--- src/rtl/pulse_len_meter_pkg.sv ---
// Shared definitions for the pulse length meter.
// Holds the FSM state encoding, the default counter width and a helper
// that gives the all-ones (saturation) value for a given width.
package pulse_len_meter_pkg;

  // Default width of the length counter and of len.
  localparam int unsigned PLM_W = 4;

  // Measurement / handshake states.
  typedef enum logic [2:0] {
    S_SYNC  = 3'd0,  // wait for in low so a pulse already in progress is skipped
    S_IDLE  = 3'd1,  // armed, waiting for a rising pulse
    S_COUNT = 3'd2,  // counting high cycles
    S_ACK   = 3'd3,  // dav_ low, waiting for consumer acknowledge (rfd low)
    S_REL   = 3'd4   // dav_ high again, waiting for consumer release (rfd high)
  } plm_state_e;

  // Largest value representable in w bits, returned in 32 bits.
  function automatic int unsigned plm_max(input int unsigned w);
    plm_max = (32'd1 << w) - 32'd1;
  endfunction

endpackage : pulse_len_meter_pkg

--- src/rtl/pulse_len_meter_sat_counter.sv ---
// Saturating up-counter used to measure the high-run length.
// Ports:
//   clock  - system clock, rising edge
//   reset_ - asynchronous active-low reset, clears the count
//   clr    - synchronous clear; with inc also set the count loads 1
//   inc    - increment request, ignored once the count is all ones
//   q      - current count (registered)
//   sat    - high while q is at its maximum value
module sat_counter
  import pulse_len_meter_pkg::*;
#(
  parameter int unsigned W = PLM_W
) (
  input  logic         clock,
  input  logic         reset_,
  input  logic         clr,
  input  logic         inc,
  output logic [W-1:0] q,
  output logic         sat
);

  localparam logic [W-1:0] MAX_V = {W{1'b1}};

  logic [W-1:0] q_q;
  logic [W-1:0] q_d;

  // Next count: clear (optionally straight to 1), else increment without wrap.
  always_comb begin
    q_d = q_q;
    if (clr) begin
      q_d = inc ? W'(1) : '0;
    end else if (inc && (q_q != MAX_V)) begin
      q_d = q_q + W'(1);
    end
  end

  // Count register.
  always_ff @(posedge clock or negedge reset_) begin
    if (!reset_) begin
      q_q <= '0;
    end else begin
      q_q <= q_d;
    end
  end

  assign q   = q_q;
  assign sat = (q_q == MAX_V);

endmodule : sat_counter

--- src/rtl/pulse_len_meter.sv ---
// Pulse length meter: measures the number of clock edges for which in was
// sampled high, then hands the result to a consumer over a four-phase
// dav_/rfd handshake (dav_ fall -> rfd fall -> dav_ rise -> rfd rise).
// Pulses arriving during the handshake are dropped whole: after release the
// FSM re-synchronises on in low before it will start a new measurement.
// Optional feature: define PULSE_LEN_OVF_EN to add the ovf output, which
// flags that the counter saturated during the reported run.
// Ports:
//   clock  - system clock, rising edge
//   reset_ - asynchronous active-low reset
//   in     - pulse train to measure
//   rfd    - consumer ready-for-data; 0 acknowledges, 1 means ready
//   dav_   - active-low data-available strobe (registered)
//   len    - measured high-run length, stable while dav_ is 0 (registered)
//   ovf    - saturation flag, held like len (PULSE_LEN_OVF_EN only)
module pulse_len_meter
  import pulse_len_meter_pkg::*;
#(
  parameter int unsigned W = PLM_W
) (
  input  logic         clock,
  input  logic         reset_,
  input  logic         in,
  input  logic         rfd,
  output logic         dav_,
  output logic [W-1:0] len
`ifdef PULSE_LEN_OVF_EN
  ,
  output logic         ovf
`endif
);

  plm_state_e   state_q;
  plm_state_e   state_d;
  logic [W-1:0] len_q;
  logic [W-1:0] len_d;
  logic         dav_q;
  logic         dav_d;

  logic         cnt_clr;
  logic         cnt_inc;
  logic [W-1:0] cnt_q;
  logic         cnt_sat;
  logic         cap_c;

  // Run-length counter.
  sat_counter #(
    .W (W)
  ) u_cnt (
    .clock  (clock),
    .reset_ (reset_),
    .clr    (cnt_clr),
    .inc    (cnt_inc),
    .q      (cnt_q),
    .sat    (cnt_sat)
  );

  // Next-state, counter control and output register next values.
  always_comb begin
    state_d = state_q;
    len_d   = len_q;
    dav_d   = dav_q;
    cnt_clr = 1'b0;
    cnt_inc = 1'b0;
    cap_c   = 1'b0;

    unique case (state_q)
      S_SYNC: begin
        if (!in) begin
          state_d = S_IDLE;
        end
      end

      S_IDLE: begin
        // First high sample counts as 1.
        if (in) begin
          cnt_clr = 1'b1;
          cnt_inc = 1'b1;
          state_d = S_COUNT;
        end
      end

      S_COUNT: begin
        if (in) begin
          // Counter also guards saturation; gating here avoids useless toggles.
          cnt_inc = !cnt_sat;
        end else begin
          // Capture on the same edge that sees in low, and clear for the next run.
          cap_c   = 1'b1;
          len_d   = cnt_q;
          dav_d   = 1'b0;
          cnt_clr = 1'b1;
          state_d = S_ACK;
        end
      end

      S_ACK: begin
        // Entered with dav_ already low, so dav_ stays low a full cycle
        // even when rfd is low on entry.
        if (!rfd) begin
          dav_d   = 1'b1;
          state_d = S_REL;
        end
      end

      S_REL: begin
        if (rfd) begin
          state_d = S_SYNC;
        end
      end

      default: begin
        dav_d   = 1'b1;
        state_d = S_SYNC;
      end
    endcase
  end

  // State and output registers.
  always_ff @(posedge clock or negedge reset_) begin
    if (!reset_) begin
      state_q <= S_SYNC;
      len_q   <= '0;
      dav_q   <= 1'b1;
    end else begin
      state_q <= state_d;
      len_q   <= len_d;
      dav_q   <= dav_d;
    end
  end

  assign dav_ = dav_q;
  assign len  = len_q;

`ifdef PULSE_LEN_OVF_EN
  logic ovf_q;
  logic ovf_d;

  // Saturation flag is loaded alongside len and held with it.
  always_comb begin
    ovf_d = ovf_q;
    if (cap_c) begin
      ovf_d = cnt_sat;
    end
  end

  always_ff @(posedge clock or negedge reset_) begin
    if (!reset_) begin
      ovf_q <= 1'b0;
    end else begin
      ovf_q <= ovf_d;
    end
  end

  assign ovf = ovf_q;
`else
  // Capture strobe only feeds the optional flag.
  logic unused_cap;
  assign unused_cap = cap_c;
`endif

endmodule : pulse_len_meter
--- config.mk ---
export PLATFORM = sky130hd
export DESIGN_NAME = pulse_len_meter
export DESIGN_NICKNAME = d
export VERILOG_FILES = /design/src/rtl/pulse_len_meter_pkg.sv /design/src/rtl/pulse_len_meter_sat_counter.sv /design/src/rtl/pulse_len_meter.sv
export SDC_FILE = /design/constraint.sdc
export NUM_CORES = 1
export LEC_CHECK = 0
export ABC_AREA = 1
export CAP_MARGIN = 20
export CORE_AREA = 2 2 44 46
export DETAILED_ROUTE_END_ITERATION = 12
export DIE_AREA = 0 0 46 48
export HOLD_SLACK_MARGIN = 0.02
export MAX_ROUTING_LAYER = met4
export PLACE_DENSITY = 0.6
export SLEW_MARGIN = 10
export SYNTH_ARGS = -nofsm -noshare
export SYNTH_HDL_FRONTEND = slang
export SYNTH_SLANG_ARGS = --single-unit
--- constraint.sdc ---
create_clock -name clock -period 1.7 [get_ports clock]
set_input_delay 0.34 -clock clock [delete_from_list [all_inputs] [get_ports clock]]
set_output_delay 0.34 -clock clock [all_outputs]
set_load 0.05 [all_outputs]
* Word-level counts from Yosys, hierarchy flattened
Index checks and enable logic that the tools add are counted.
** Operators by class
- Add/subtract/negate cells :: 1
- Equality and inequality tests :: 11
- Multiplexer cells :: 17
- Bitwise gates (word level) :: 2
- Reductions and logical operators :: 8
** Operator list (number)
- 2-to-1 mux 3 bit :: 5
- case mux 3 bit (5 select lines) :: 1
- != test 2 bit, second input constant :: 5
- 2-to-1 mux 4 bit :: 2
- equality test 3 x 2 -> 1 bit, second input constant :: 2
- 2-to-1 mux 1 bit :: 6
- AND reduction 5 bit :: 1
- adder 4 x 1 -> 4 bit, second input constant :: 1
- equality test 4 bit, second input constant :: 1
- != test 4 bit, second input constant :: 1
- case mux 1 bit (2 select lines) :: 2
- equality test 3 x 1 -> 1 bit, second input constant :: 1
- equality test 3 bit, second input constant :: 1
- zero test 3 bit :: 1
- case mux 1 bit (3 select lines) :: 1
- AND reduction 3 bit :: 1
- OR reduction 3 bit :: 1
- NOT 1 bit :: 2
- AND reduction 2 bit :: 1
- nonzero test 2 bit :: 1
- logical AND 1 bit :: 1
- zero test 1 bit :: 1
** Word-level totals
- Bits in registers :: 12
- Input port bits :: 4
- Word-level logic and storage cells :: 43

* Logic depth before layout (Yosys ltp)
- Depth in word-level cells :: 7
- Mapped depth :: 8

* Cells and area by module
From an unflattened synthesis, not the netlist that was laid out.
** Second synthesis, totals
- Cell total of the unflattened synthesis :: 83
- Area, all modules :: 655.6 um^2
** By module, submodules not included
- pulse_len_meter :: instances 1, cells each 54, area an instance 421.7 um^2
- sat_counter :: instances 1, cells each 29, area an instance 234.0 um^2

* Worst setup path after synthesis
Ideal clock, no wire load.
- Path kind :: reg-to-reg
- Start :: reg u_cnt.q_q[0] (netlist: u_cnt.q[0])
- End :: reg u_cnt.q_q[3] (netlist: u_cnt.q[3])
- Arrival :: 1.049 ns
- Required time :: 1.579 ns
- Setup slack :: 0.529 ns
- Cell stages (with the launch flop) :: 8
- Clock period less this slack :: 1.171 ns
- Cell sequence :: dfrtp_1 -> ha_1 -> nand3_1 -> nand2_1 -> nor2_4 -> inv_2 -> nand3_1 -> o21ai_1
** On the way
- Cells in the longest elaborated chain, start to end :: 6
- Elaborated cells between the ends (all ways) :: 10
- Those cells by class :: add/sub (1); eq/ne (2); mux (4); reduce/logical (3)
** RTL lines
- from (decl) :: RTL line pulse_len_meter_sat_counter.sv:24 : logic [W-1:0] q_q;
- from (signal assigned) :: RTL line pulse_len_meter_sat_counter.sv:42 : q_q <= q_d;
- equality test 4 bit :: RTL line pulse_len_meter_sat_counter.sv:47 : assign sat = (q_q == MAX_V);
- zero test 1 bit :: RTL line pulse_len_meter.sv:86 : cnt_inc = !cnt_sat;
- 2-to-1 mux 1 bit :: RTL line pulse_len_meter.sv:84 : if (in) begin
- case mux 1 bit (2 select lines) :: RTL line pulse_len_meter.sv:67 : unique case (state_q)
- logical AND 1 bit :: RTL line pulse_len_meter_sat_counter.sv:32 : end else if (inc && (q_q != MAX_V)) begin
- nonzero test 2 bit (no line)
Several ways; a longest one is shown, not always the timed one. The select of a mux whose other input is x is not followed.
A chain may end at the register's enable or synchronous reset.

* Final worst setup path
- Start :: reg dav_q (netlist: dav_)
- End :: out dav_
** RTL lines
- from (decl) :: RTL line pulse_len_meter.sv:37 : logic dav_q;
- from (signal assigned) :: RTL line pulse_len_meter.sv:128 : dav_q <= dav_d;
- to (decl) :: RTL line pulse_len_meter.sv:25 : output logic dav_,
No word-level cell between the ends.

==> summary.md <==
| Metric | Value |
|---|---|
| Result of the run | finished, final reports clean |
| Startpoint type of the worst setup path | flip-flop |
| Diode count | 0 |
| Flip-flop and latch count after synthesis | 12 |
| Placer Congestion | 0.800 |
| Worst Clk Skew | 0.00730 ns |
| Worst-case vdd ir drop | ~0.00067 V |
| Remaining design rule violation count | 0 |
| Origin of the worst setup path | dav_$_DFFE_PN1P_ |
| Critical path class | flip-flop to primary output |
| Number of nets with antenna violations after routing | 0 |
| CP required | 1.36 ns |
| # port buffers | 8 |
| Global-route met2 utilization | 22.2% |
| Critical path peak fanout | 2 |
| Worst Setup End Kind | primary output |
| Unrepaired setup endpoints after global routing | no |
| Accumulated negative setup slack | 0 ns |
| Die X-Extent | 46 um |
| Final-layout worst hold slack | 0.405 ns |
| DIE AREA | between 2000 and 2500 sq um |
| TritonCTS Sinks | 12 |
| Post-cts gate resize count | 0 |
| Area after detailed placement | roughly 740 sq um |
| Final non-filler cell area | 778 sq um |
| Clock network latency to the later pin of the worst-skew pair | about 0.28 ns |
| Number of endpoints with negative hold slack in the final report | 0 |
| Worst-path clk slew | 0.09 ns |
| Sequential share of the synthesized area | 46.8% |
| Post-route worst setup slack | 0.390 ns |
| Starting utilization of the core area | 38.1% |
| Gate Count Post-Synth | 80 |
| Number of buffers created by CTS | 3 |
| Final routed wire length divided by cell count | between 10 and 15 um |
| Yosys warning total | 0 |
| Setup-failing EPs final | 0 |
| Most common library cell in the layout ignoring fill and taps | nand2_1 |
| Peak per-stage delay on the critical path | 0.56 ns |
| Final-layout fill cell count | approximately 170 |
| Clk root buf | clkbuf_4 |
| Worst Path Arrival | 0.97 ns |
| Met1 Use GR | 16.1% |
| CTS H-tree lvls | 1 |
| Total power divided by cell area | 1780 nW/um^2 |
| Max stage delay cell, worst path | dfstp_2 |
| Reg2Reg Launch Point | u_cnt.q[0]$_DFFE_PN0P_ |
| Crit path time final | around 1.3 ns |
| Max-capacitance violation count | 0 |
| Deepest clock path buffer count | 2 |
| CP top delay family | flip-flops |
| Cells along the critical path | buf_12 |
| Count of boundary I/O pins | 9 |
| Met3 Use GR | 2.26% |
| Initial antenna violation count | 0 |
| Final Max Tran Viols | 0 |
| Post-Synthesis Cell Area | 644 sq um |
| Share of cells above drive strength 1 | 20.7% |
| Post-detail-place hpwl | 907 um |
| Standard-cell rows | 15 |
| Number of nets produced by synthesis | 85 |
| Ratio of routed vias to standard cells | 5.19 |
| Layout area overhead | 20.8% |
| Path category of the worst min-delay check | input pin to asynchronous set/reset pin |
| Overall routed net length | around 1.2 mm |
| Distinct cells, synth | 21 |
| Wire length of the first global-routing pass | ~2 mm |
| Pin count of the biggest net entering global routing | 13 |
| Lkg Pwr | 0.000420 uW |
| Final net count | approximately 100 |
| Synthesized area divided by synthesized cell count | roughly 8.1 sq um |
| Number of violations reported at the end of detailed-routing iteration 0 | 11 |
| Via count of the first global-routing pass | around 480 |
| Most Crowded Layer GR | met2 |
| Via count of the routed design | 566 |
| GRT Resource Usage Total | ~14% |
| Relative slew slack | 63.5% |
| Number of iterations in the first detailed-routing pass | 4 |
| Max Clk Rate | about 760 MHz |
| Total gr overflow | 0 |
| Number of buffer and inverter instances along the worst setup path | 1 |
| Post-route fraction of the period consumed by the critical path | 77.0% |
| Placement-stage worst setup slack | 0.137 ns |
| Core area | 1690 sq um |
| Die Ht | about 48 um |
| # Post-CTS Setup Buffers | 0 |
| Actual slew at the worst max-slew pin | about 0.55 ns |
| Post-CTS Hold Buffers | 0 |
| Most frequent cells in the layout | nand2_1 (26), dfrtp_1 (11), nand3_1 (10) |
| Clock tree from TritonCTS | built |
[area by class of cell]
class / instances / area, sq um / share of cell area (%)
Multi-Input combinational cell: 61 / 309 / 39.7
Sequential cell: 12 / 302 / 38.7
Timing Repair Buffer: 9 / 87.6 / 11.3
Clock buffer: 4 / 36.3 / 4.66
Inverter: 6 / 22.5 / 2.89
Tap cell: 17 / 21.3 / 2.73
[stage by stage]
stage	util, %	total power (uW)	std cells
global placement	43.9	1150	105
finish	46.1	1390	109
CTS	46.1	1390	109
floorplan	-	973	80
global route	46.1	1490	109
detailed placement	43.9	1150	105
[power breakdown]
group | leakage (uW) | total [uW] | switching (uW) | internal, uW
registers | 0.000155 | 495 | 108 | 387
logic | 0.000243 | 654 | 423 | 231
clock network | 0.0000210 | 237 | 107 | 130
total | 0.000420 | 1390 | 638 | 748
[sequential cells by signal, indices dropped and copies added (netlist names)]
signal / count
u_cnt.q: 4
len: 4
state_q: 3
dav_: 1
[synth_stat cells, drive strengths merged]
master | count | area, sq um
a21oi | 1 | 5.00
nand2 | 28 | 115
nor2 | 6 | 35.0
xor2 | 2 | 17.5
buf | 1 | 11.3
a31oi | 1 | 6.26
inv | 6 | 22.5
o21ai | 8 | 43.8
ha | 1 | 12.5
nand4 | 3 | 18.8
nand3 | 10 | 50.1
nor3 | 1 | 5.00
dfstp | 1 | 26.3
dfrtp | 11 | 275
[worst paths after layout]
kind	to	slack (ns)	depth (start not counted)
max	dav_	0.39	1
min	len[2]$_DFFE_PN0P_	0.40	1
min reg2reg	dav_$_DFFE_PN1P_	0.49	2
min in group clock	dav_$_DFFE_PN1P_	0.49	2
max reg2reg	u_cnt.q[3]$_DFFE_PN0P_	0.39	7
max in group asynchronous	dav_$_DFFE_PN1P_	0.92	1
[kinds of logic after synthesis]
logic type | count (synthesis) | synth area share (%)
xor gates and xnor gates | 2 | 2.72
buffers and inverters | 7 | 5.24
AOI/OAI and AO/OA | 10 | 8.54
DFF | 12 | 46.8
and+or+nand+nor | 48 | 34.8
adders and majority gates | 1 | 1.94
[layer usage]
metal / wire length [um] / part of all wire [%] / vias up
met2: 561 / 46 / 18
met3: 70 / 5.7 / 5
met4: 45 / 3.7 / 0
met1: 544 / 45 / 255
met5: 0 / 0 / -
li1: - / - / 288
(Power assumes the default switching activity.)
